<file path="src/rtl/score_bcd_counter.sv">
// Packed-BCD game score counter with frame-tick divider, bonus add and wrap/saturate.
// Ports: clk, rst_n, game_start/over/tick, bonus_valid/val in; score, high_score, new_high, active, overflow out.
// Optional: define SCORE_HIGH_SCORE_EN to track the session high score.
module score_bcd_counter #(
  parameter int DIGITS   = 4,
  parameter int TICK_DIV = 1,
  parameter int WRAP     = 0
) (
  input  logic                  clk,
  input  logic                  rst_n,
  input  logic                  game_start,
  input  logic                  game_over,
  input  logic                  game_tick,
  input  logic                  bonus_valid,
  input  logic [3:0]            bonus_val,
  output logic [4*DIGITS-1:0]   score,
  output logic [4*DIGITS-1:0]   high_score,
  output logic                  new_high,
  output logic                  active,
  output logic                  overflow
);

  localparam int              W       = 4 * DIGITS;
  localparam logic [7:0]      DIV_MAX = 8'(TICK_DIV - 1);
  localparam logic [W-1:0]    ALL9    = {DIGITS{4'h9}};

  typedef enum logic [1:0] {
    IDLE,
    RUN,
    OVER
  } state_t;

  state_t         state_q;
  logic [W-1:0]   score_q;
  logic [W-1:0]   sum_d;
  logic [W-1:0]   score_d;
  logic [7:0]     div_q;
  logic           ovf_q;
  logic           point_inc;
  logic           cout_d;
  logic [3:0]     bonus_eff;
  logic [3:0]     delta;
  logic [3:0]     cy;
  logic [4:0]     dsum;

  assign point_inc = game_tick && (div_q == DIV_MAX);
  assign bonus_eff = (bonus_val > 4'd9) ? 4'd9 : bonus_val;
  assign delta     = {3'b000, point_inc}
                   + (bonus_valid ? bonus_eff : 4'd0);

  // Delta (0..10) enters digit 0; after that only a 0/1 carry ripples.
  // Subtracting 10 in 4-bit arithmetic also fixes sums 16..19.
  always_comb begin
    sum_d = score_q;
    cy    = delta;
    dsum  = '0;
    for (int i = 0; i < DIGITS; i++) begin
      dsum = {1'b0, score_q[4*i+:4]} + {1'b0, cy};
      if (dsum > 5'd9) begin
        sum_d[4*i+:4] = dsum[3:0] - 4'd10;
        cy            = 4'd1;
      end else begin
        sum_d[4*i+:4] = dsum[3:0];
        cy            = 4'd0;
      end
    end
    cout_d  = cy[0];
    score_d = (cout_d && (WRAP == 0)) ? ALL9 : sum_d;
  end

`ifdef SCORE_HIGH_SCORE_EN
  logic [W-1:0] hs_q;
  logic         nh_q;
  assign high_score = hs_q;
  assign new_high   = nh_q;
`else
  assign high_score = '0;
  assign new_high   = 1'b0;
`endif

  always_ff @(posedge clk or negedge rst_n) begin
    if (!rst_n) begin
      state_q <= IDLE;
      score_q <= '0;
      div_q   <= '0;
      ovf_q   <= 1'b0;
`ifdef SCORE_HIGH_SCORE_EN
      hs_q    <= '0;
      nh_q    <= 1'b0;
`endif
    end else begin
`ifdef SCORE_HIGH_SCORE_EN
      nh_q <= 1'b0;
`endif
      if (game_start) begin
        state_q <= RUN;
        score_q <= '0;
        div_q   <= '0;
        ovf_q   <= 1'b0;
      end else if (state_q == RUN) begin
        if (game_tick) begin
          div_q <= point_inc ? 8'd0 : div_q + 8'd1;
        end
        score_q <= score_d;
        if (cout_d) begin
          ovf_q <= 1'b1;
        end
        if (game_over) begin
          state_q <= OVER;
`ifdef SCORE_HIGH_SCORE_EN
          // Valid packed BCD orders like binary: MSD-first compare.
          if (score_d > hs_q) begin
            hs_q <= score_d;
            nh_q <= 1'b1;
          end
`endif
        end
      end
    end
  end

  assign score    = score_q;
  assign active   = (state_q == RUN);
  assign overflow = ovf_q;

endmodule

</file>
<file path="config.mk">
export PLATFORM = sky130hd
export DESIGN_NAME = score_bcd_counter
export DESIGN_NICKNAME = d
export VERILOG_FILES = /design/src/rtl/score_bcd_counter.sv
export SDC_FILE = /design/constraint.sdc
export NUM_CORES = 1
export LEC_CHECK = 0
export CAP_MARGIN = 20
export CORE_MARGIN = 2
export CORE_UTILIZATION = 35
export DETAILED_ROUTE_END_ITERATION = 12
export REMOVE_ABC_BUFFERS = 1
export SETUP_SLACK_MARGIN = 0.02
export SLEW_MARGIN = 10
export SYNTH_ARGS = -nofsm -noshare
export SYNTH_HDL_FRONTEND = slang
export SYNTH_SLANG_ARGS = --single-unit
</file>
<file path="constraint.sdc">
create_clock -name clk -period 11.22 [get_ports clk]
set_clock_uncertainty 0.1 [all_clocks]
set_input_delay 2.244 -clock clk [delete_from_list [all_inputs] [get_ports clk]]
set_output_delay 2.244 -clock clk [all_outputs]
set_load 0.01 [all_outputs]
</file>
* Word level (Yosys, flattened, before mapping)
Cells that the tools add are included.
W data, S select, Z words.
** Storage, ports and cells
- Flip-flop bits (word level) :: 27
- Word-level logic and storage cells :: 52
- Output and inout bits :: 35
- Input bits :: 10
** Operators by class
- Reduce and logical (&&, ||, !) cells :: 9
- Magnitude comparators :: 5
- Equal/unequal tests :: 1
- $add $sub $neg :: 10
- Muxes and demuxes :: 23
** Operators by type and width (number)
- $mux W16 :: 3
- $mux W8 :: 4
- $mux W4 :: 6
- $add A4 B4 Y5 :: 4
- $gt A5 B4 Y1 const B :: 4
- $sub A4 B4 Y4 const B :: 4
- $add A8 B1 Y8 const B :: 1
- $logic_not A8 Y1 :: 1
- $reduce_bool A2 Y1 :: 4
- $mux W1 :: 7
- $mux W2 :: 3
- $reduce_and A2 Y1 :: 3
- $add A1 B4 Y4 :: 1
- $gt A4 B4 Y1 const B :: 1
- $eq A2 B1 Y1 const B :: 1
- $logic_and A1 B1 Y1 :: 1

* Logic depth before layout (Yosys ltp)
Gate-level depths: netlist (run 1).
- Depth in word-level cells :: 19
- Mapped depth :: 32
- Gate-level depth less buffers :: 31

* Least setup slack after synthesis (run 1)
No wires, ideal clock.
- Kind :: input to register
- From :: in bonus_val[2]
- To :: reg score_q[10] (netlist: score[10])
- Setup time :: 66 ps
- Arrival :: 7986 ps
- Path buffers :: 0
- Stages on the path :: 27
- Required time :: 11054 ps
- Slack :: 3068 ps
- Path through :: o21a_1 > o21a_1 > ha_1 > ha_1 > fa_1 > xnor2_1 > ha_1 > a32oi_1 > nand3_1 > nand2_1 > ha_1 > ha_1 > nand2b_1 > o21a_1 > o22a_1 > ha_1 > ha_1 > nand2b_1 > a41oi_1 > nor2_1 > ha_1 > ha_1 > nand2b_1 > a2111o_1 > o41a_1 > o32ai_1 > a22o_1
** On the way
- Longest elaborated chain between the ends :: 19
- Elaborated cells between the ends (all ways) :: 21
- Classes of those cells :: add/sub: 6; order compare: 5; mux: 10
** Ends and longest elaborated chain
- from (decl) :: line 15 : input logic [3:0] bonus_val,
- $gt A4 B4 Y1 :: line 47 : assign bonus_eff = (bonus_val > 4'd9) ? 4'd9 : bonus_val;
- $mux W4 * :: line 47
- $mux W4 * :: line 49 : + (bonus_valid ? bonus_eff : 4'd0);
- $add A1 B4 Y4 * :: line 49
- $add A4 B4 Y5 * :: line 58 : dsum = {1'b0, score_q[4*i+:4]} + {1'b0, cy};
- $gt A5 B4 Y1 * :: line 59 : if (dsum > 5'd9) begin
- $mux W1 * :: line 59
- $add A4 B4 Y5 * :: line 58
- [... 3 more ...]
- $gt A5 B4 Y1 :: line 59
- $mux W1 :: line 59
- $add A4 B4 Y5 :: line 58
- $gt A5 B4 Y1 :: line 59
- $mux W1 :: line 59
- $mux W16 * :: line 68 : score_d = (cout_d && (WRAP == 0)) ? ALL9 : sum_d;
- $mux W16 * :: line 100 : end else if (state_q == RUN) begin
- $mux W16 * :: line 95 : if (game_start) begin
- to (signal assigned) :: line 104 : score_q <= score_d;
- to (decl) :: line 34 : logic [W-1:0] score_q;
Every way passes the cells marked *; elsewhere a longest branch is shown, timed or not. The select of a mux whose other input is x is not followed.
A chain may end at the register's enable or synchronous reset.

* Final worst setup path (run 1)
- From :: in bonus_val[2]
- To :: reg score_q[6] (netlist: score[6])
** On the way
- Longest elaborated chain between the ends :: 19
- Elaborated cells between the ends (all ways) :: 21
- Classes of those cells :: add/sub: 6; order compare: 5; mux: 10
** Ends and longest elaborated chain (line)
- $gt A4 B4 Y1 :: 47
- $mux W4 * :: 47
- $mux W4 * :: 49
- $add A1 B4 Y4 * :: 49
- $add A4 B4 Y5 * :: 58
- $gt A5 B4 Y1 * :: 59
- $mux W1 * :: 59
- $add A4 B4 Y5 * :: 58
- [... 3 more ...]
- $gt A5 B4 Y1 :: 59
- $mux W1 :: 59
- $add A4 B4 Y5 :: 58
- $gt A5 B4 Y1 :: 59
- $mux W1 :: 59
- $mux W16 * :: 68
- $mux W16 * :: 100
- $mux W16 * :: 95
Marked as above.

==> results of run 1 <==
power groups by stage:
stage          combinational [mW]  sequential [mW]  clock, mW
2_1_floorplan              0.0789            0.120          0
3_3_place_gp                0.121            0.119          0
3_5_place_dp                0.122            0.119          0
4_1_cts                     0.123            0.117     0.0590
5_1_grt                     0.137            0.119     0.0626
6_report                    0.123            0.117     0.0558
worst max-delay path, delay by kind of cell:
family	cells	cell delay, ns
adders and majority gates	10	2.95
and+or+nand+nor	6	0.80
xor gates and xnor gates	1	0.39
buffers and inverters	1	0.45
AOI/OAI and AO/OA	10	2.24
final timing paths:
path / start / end / slack (ns) / cells past startpoint
worst max-delay path: bonus_val[2] / score[6] / 2.26 / 28
worst min-delay path: div_q[7] / div_q[7] / 0.40 / 1
worst max register to register: div_q[0] / score[6] / 3.74 / 29
worst min register to register: div_q[7] / div_q[7] / 0.40 / 1
max in group asynchronous: rst_n / score[3] / 8.51 / 2
min in group asynchronous: rst_n / overflow / 2.25 / 2
through the flow:
| stage | cell area (µm²) | power (mW) | setup slack [ns] | hold WS [ns] |
|---|---|---|---|---|
| floorplan | 1990 | 0.199 | 3.06 | 0.342 |
| global placement | 2360 | 0.240 | 2.18 | 0.368 |
| detailed placement | 2360 | 0.242 | 2.01 | 0.391 |
| CTS | 2400 | 0.300 | 2.30 | 0.407 |
| global route | 2400 | 0.318 | 1.70 | 0.421 |
| finish | 2400 | 0.296 | 2.26 | 0.402 |
cells by family (layout without fill, tap and decap cells):
kind of cell    Yosys count  count (layout)  share of synthesized area
simple gates             73              73                      0.180
xor+xnor                  9               9                     0.0377
buf+inv                  35              43                      0.102
mux                       3               3                     0.0150
flops                    27              27                      0.323
compound gates           65              65                      0.223
other cells               1              17                    0.00179
fa+ha+maj                19              19                      0.117
routing by layer:
metal | vias up | global-route usage | routed length (µm)
li1 | 854 | - | -
met5 | - | 0 | 0
met2 | 47 | 0.217 | 1840
met3 | 4 | 0.0167 | 200
met4 | 0 | 0.0356 | 37
met1 | 773 | 0.185 | 2130
registers in the layout, summed over array words and instances (netlist names):
name      cells
score        16
state_q       2
div_q         8
overflow      1
final cells by class:
| class | count | area [µm²] |
|---|---|---|
| Multi-Input combinational cell | 186 | 1260 |
| Sequential cell | 27 | 676 |
| Clock inverter | 1 | 5.00 |
| Inverter | 11 | 48.8 |
| Tap cell | 75 | 93.8 |
| Timing Repair Buffer | 28 | 278 |
| Clock buffer | 3 | 41.3 |
| Fill cell | 587 | 3450 |
synthesized netlist by cell type (2+ instances only):
cell,instances
a21oi_1,9
buf_4,17
nor3_1,11
buf_2,2
nand2_1,22
a31oi_1,5
nor3_2,2
o21ai_0,4
nand3_1,4
ha_1,18
a21o_1,7
o21ai_1,9
nand3b_1,2
dfrtp_1,27
o31ai_1,5
and3_1,3
inv_1,8
xnor2_1,8
inv_2,2
mux2i_1,2
a22o_1,4
nand2b_1,4
o21a_1,3
nor2_1,14
clkbuf_1,4
nor2b_1,2
a311oi_1,2
==> impl_metrics.json, run 1 <==
{
  "numPortBuffers": 27,
  "switchingPower_mw": 0.107,
  "slew_headroom": 0.450,
  "max_freq_ghz": 0.112,
  "cts_setup_buffers": 0,
  "slew_violations": 0,
  "dp_cells": 327,
  "worst_pin_slew_ns": 0.822,
  "wirelength_um": 4210,
  "outcome": "finished clean",
  "dp_hpwl_um": 3160,
  "slowest_stage": "clkdlybuf4s50_1",
  "htree_num_levels": 1,
  "setup_viol": 0,
  "yosys_most_used_dff": "dfrtp_1",
  "numCtsBuffers": 3,
  "cts_tree": "yes",
  "power.density_nw_per_um2": 123,
  "utilization": 0.411,
  "synth_cells": 232,
  "grt_usage": 0.133,
  "fp.dieH_um": 81.3,
  "tns_ns": 0,
  "syn_area_per_cell_um2": 9.01,
  "clk_path_buf_depth": 2,
  "grt_pass1_vias": 1523,
  "yosysTopAreaCellShare": 0.323,
  "die_w_um": 81.3,
  "cts.clk_slew.worst_paths_ns": 0.10,
  "synth_warnings": 0,
  "hp-class": "reg2reg",
  "final_nets": 286,
  "p_seq_frac": 0.395,
  "ys_seq_area_frac": 0.323,
  "cts-resized-gates": 0,
  "drc_errors": 0,
  "p_int_mw": 0.189,
  "synth_top_area_cell": "dfrtp_1",
  "grt_pass1_wl_um": 6980,
  "max_stage_delay_ns": 0.45,
  "required_ns": 11.34,
  "synthToLayoutAreaGrowth_pct": 15.0,
  "cts_sinks": 27,
  "synth-async-reset-ratio": 1.00,
  "core_area_um2": 5850,
  "grt_antenna_before_repair": 0,
  "dr.pass1.iters": 4,
  "rows": 28,
  "finalCritPeriodShare": 0.798,
  "final_antenna_net_count": 0,
  "finalHoldViolCount": 0,
  "num_io_pins": 45,
  "drtIter0Drc": 97,
  "ys_types": 59,
  "start_util": 0.357,
  "vias": 1678,
  "viasPerCell": 5.07,
  "power_frac_comb": 0.416,
  "cp_max_fo": 6,
  "gp_congestion": 0.839,
  "pwr-share-clk": 0.189,
  "arrival_ns": 9.07,
  "swShare": 0.360,
  "root_buffer": "clkbuf_8",
  "grt_overflow_total": 0,
  "ys_seq_elements": 27,
  "insertion_delay_ns": 0.27,
  "critPathKind": "in2reg",
  "cap_violations": 0,
  "drive_above_1_share": 0.0703,
  "dieArea_um2": 6610,
  "synth_edf_count": 0,
  "holdBufCountCts": 0,
  "grt_max_degree": 28,
  "p_leak_nw": 1.10,
  "period_minus_slack_ns": 8.96,
  "peakVddDrop_mv": 0.0519,
  "syn_area_um2": 2090,
  "yosys-top-cells-area": "dfrtp_1 32%, ha_1 11%, buf_4 6.1%",
  "layout.cells.non_filler": 331,
  "layout_common_cells": "27 x dfrtp_1, 27 x clkdlybuf4s50_1, 22 x nand2_1",
  "wl_per_cell_um": 12.7,
  "antenna_cells": 0,
  "startpoint_type": "input port",
  "rsz0062_at_grt": "false",
  "crit_top_cell": "ha_1",
  "cp-end-kind": "register"
}
(Power assumes the default switching activity.)
==> run 2, diff against run 1 <==
- clock period: 11.22 -> 8.25 ns (I/O delays scaled with it)
==> run 2 against run 1 <==
Against the previous run: largest cell class unchanged; routed wire length rose by 9.8%; power rose by 43%; critical endpoint is now score[10]; final cell count rose by 3.3%.
==> impl_metrics.json, run 2 (synthesis results as in run 1) <==
{
  "outcome": "finished clean",
  "slew_headroom": 0.436,
  "hp-class": "reg2reg",
  "start_util": 0.357,
  "grt_overflow_total": 0,
  "required_ns": 8.38,
  "dp_hpwl_um": 3430,
  "htree_num_levels": 1,
  "power.density_nw_per_um2": 168,
  "cts-resized-gates": 0,
  "wl_per_cell_um": 13.5,
  "arrival_ns": 7.90,
  "viasPerCell": 5.13,
  "finalCritPeriodShare": 0.941,
  "worst_pin_slew_ns": 0.844,
  "tns_ns": 0,
  "cts_setup_buffers": 0,
  "rows": 28,
  "core_area_um2": 5850,
  "rsz0062_at_grt": "false",
  "numPortBuffers": 27,
  "grt_antenna_before_repair": 0,
  "peakVddDrop_mv": 0.0819,
  "vias": 1755,
  "fin_ws_ns": 0.485,
  "whs_ns": 0.388,
  "synthToLayoutAreaGrowth_pct": 20.5,
  "grt_max_degree": 28,
  "drc_errors": 0,
  "cts_tree": "yes",
  "period_minus_slack_ns": 7.77,
  "num_io_pins": 45,
  "cap_violations": 0,
  "die_w_um": 81.3,
  "dieArea_um2": 6610,
  "clk_path_buf_depth": 2,
  "drtIter0Drc": 68,
  "finalHoldViolCount": 0,
  "cts.clk_slew.worst_paths_ns": 0.11,
  "wirelength_um": 4620,
  "numCtsBuffers": 3,
  "ff2ff_setup_slack_ns": 1.37,
  "cp_max_fo": 6,
  "utilization": 0.431,
  "drive_above_1_share": 0.127,
  "root_buffer": "clkbuf_8",
  "slew_violations": 0,
  "grt_usage": 0.148,
  "antenna_cells": 0,
  "gp_congestion": 0.758,
  "layout_common_cells": "27 x dfrtp_1, 27 x clkdlybuf4s50_1, 22 x nand2_1",
  "r2r-end": "score[10]",
  "reg2reg_depth": 29,
  "p_leak_nw": 1.17,
  "grt_pass1_vias": 1670,
  "hold_start": "div_q[7]",
  "dr.pass1.iters": 4,
  "final_nets": 297,
  "cp-end-kind": "register",
  "fillers": 586,
  "startpoint_type": "input port",
  "cts_sinks": 27,
  "insertion_delay_ns": 0.28,
  "holdPathStages": 1,
  "critPathKind": "in2reg",
  "hold_end": "div_q[7]",
  "grt_pass1_wl_um": 7690,
  "holdBufCountCts": 0,
  "max_freq_ghz": 0.129,
  "largest_register_ffs": 16,
  "setup_viol": 0,
  "fp.dieH_um": 81.3,
  "final_antenna_net_count": 0,
  "reg2reg_from": "div_q[0]",
  "dpl_worst_slack_ns": 0.0222
}
run 2: worst max-delay path by stage:
stage / startpoint / end / cells past startpoint
after detailed placement: bonus_val[2] / score[10] / 29
after global routing: bonus_val[2] / score[10] / 28
final: bonus_val[2] / score[10] / 28
after global placement: bonus_val[2] / score[10] / 29
after floorplan: bonus_val[2] / score[10] / 27
after CTS: bonus_val[2] / score[10] / 29
run 2: critical path, stage by stage:
cell and delay, ns:
clkdlybuf4s50_1 0.45, o21a_1 0.20, o21a_1 0.16, ha_1 0.19
ha_1 0.33, fa_2 0.54, inv_1 0.09, ha_1 0.22
a32oi_1 0.16, nand3_1 0.11, nand2_1 0.09, ha_1 0.16
ha_1 0.26, o21ai_0 0.16, nor2_1 0.05, o22a_1 0.21
ha_1 0.24, ha_1 0.34, nand2b_1 0.17, a41oi_2 0.25
nor2_1 0.09, ha_1 0.20, ha_1 0.31, nand2b_1 0.17
a2111o_1 0.41, o41a_1 0.24, o32ai_2 0.25, a22o_1 0.17
run 2: cell type report:
class                   count  area [µm²]  share of cell area
clock buffers               3        41.3              0.0164
clock inverters             1        5.00             0.00199
inverters                  11        48.8              0.0194
multi-input cells         186        1290               0.514
flip-flops and latches     27         676               0.268
well taps                  75        93.8              0.0372
repair buffers             39         360               0.143
run 2: metal layers:
layer / wire (µm) / vias up / track usage
met1: 2270 / 841 / 0.188
li1: - / 874 / -
met2: 2150 / 38 / 0.261
met3: 178 / 2 / 0.0278
met5: 0 / - / 0
met4: 23 / 0 / 0.0288
run 2: stage by stage:
step | std cells | cell area (µm²) | total power [mW]
6_report | 342 | 2520 | 0.423
5_1_grt | 342 | 2520 | 0.458
4_1_cts | 342 | 2490 | 0.425
3_5_place_dp | 338 | 2440 | 0.344
3_3_place_gp | 338 | 2440 | 0.339
2_1_floorplan | 224 | 1990 | 0.271
run 2: where the power goes:
part	switching, mW	internal [mW]
combinational	0.0913	0.0933
sequential	0.0155	0.144
clock	0.0445	0.0339
total	0.151	0.271
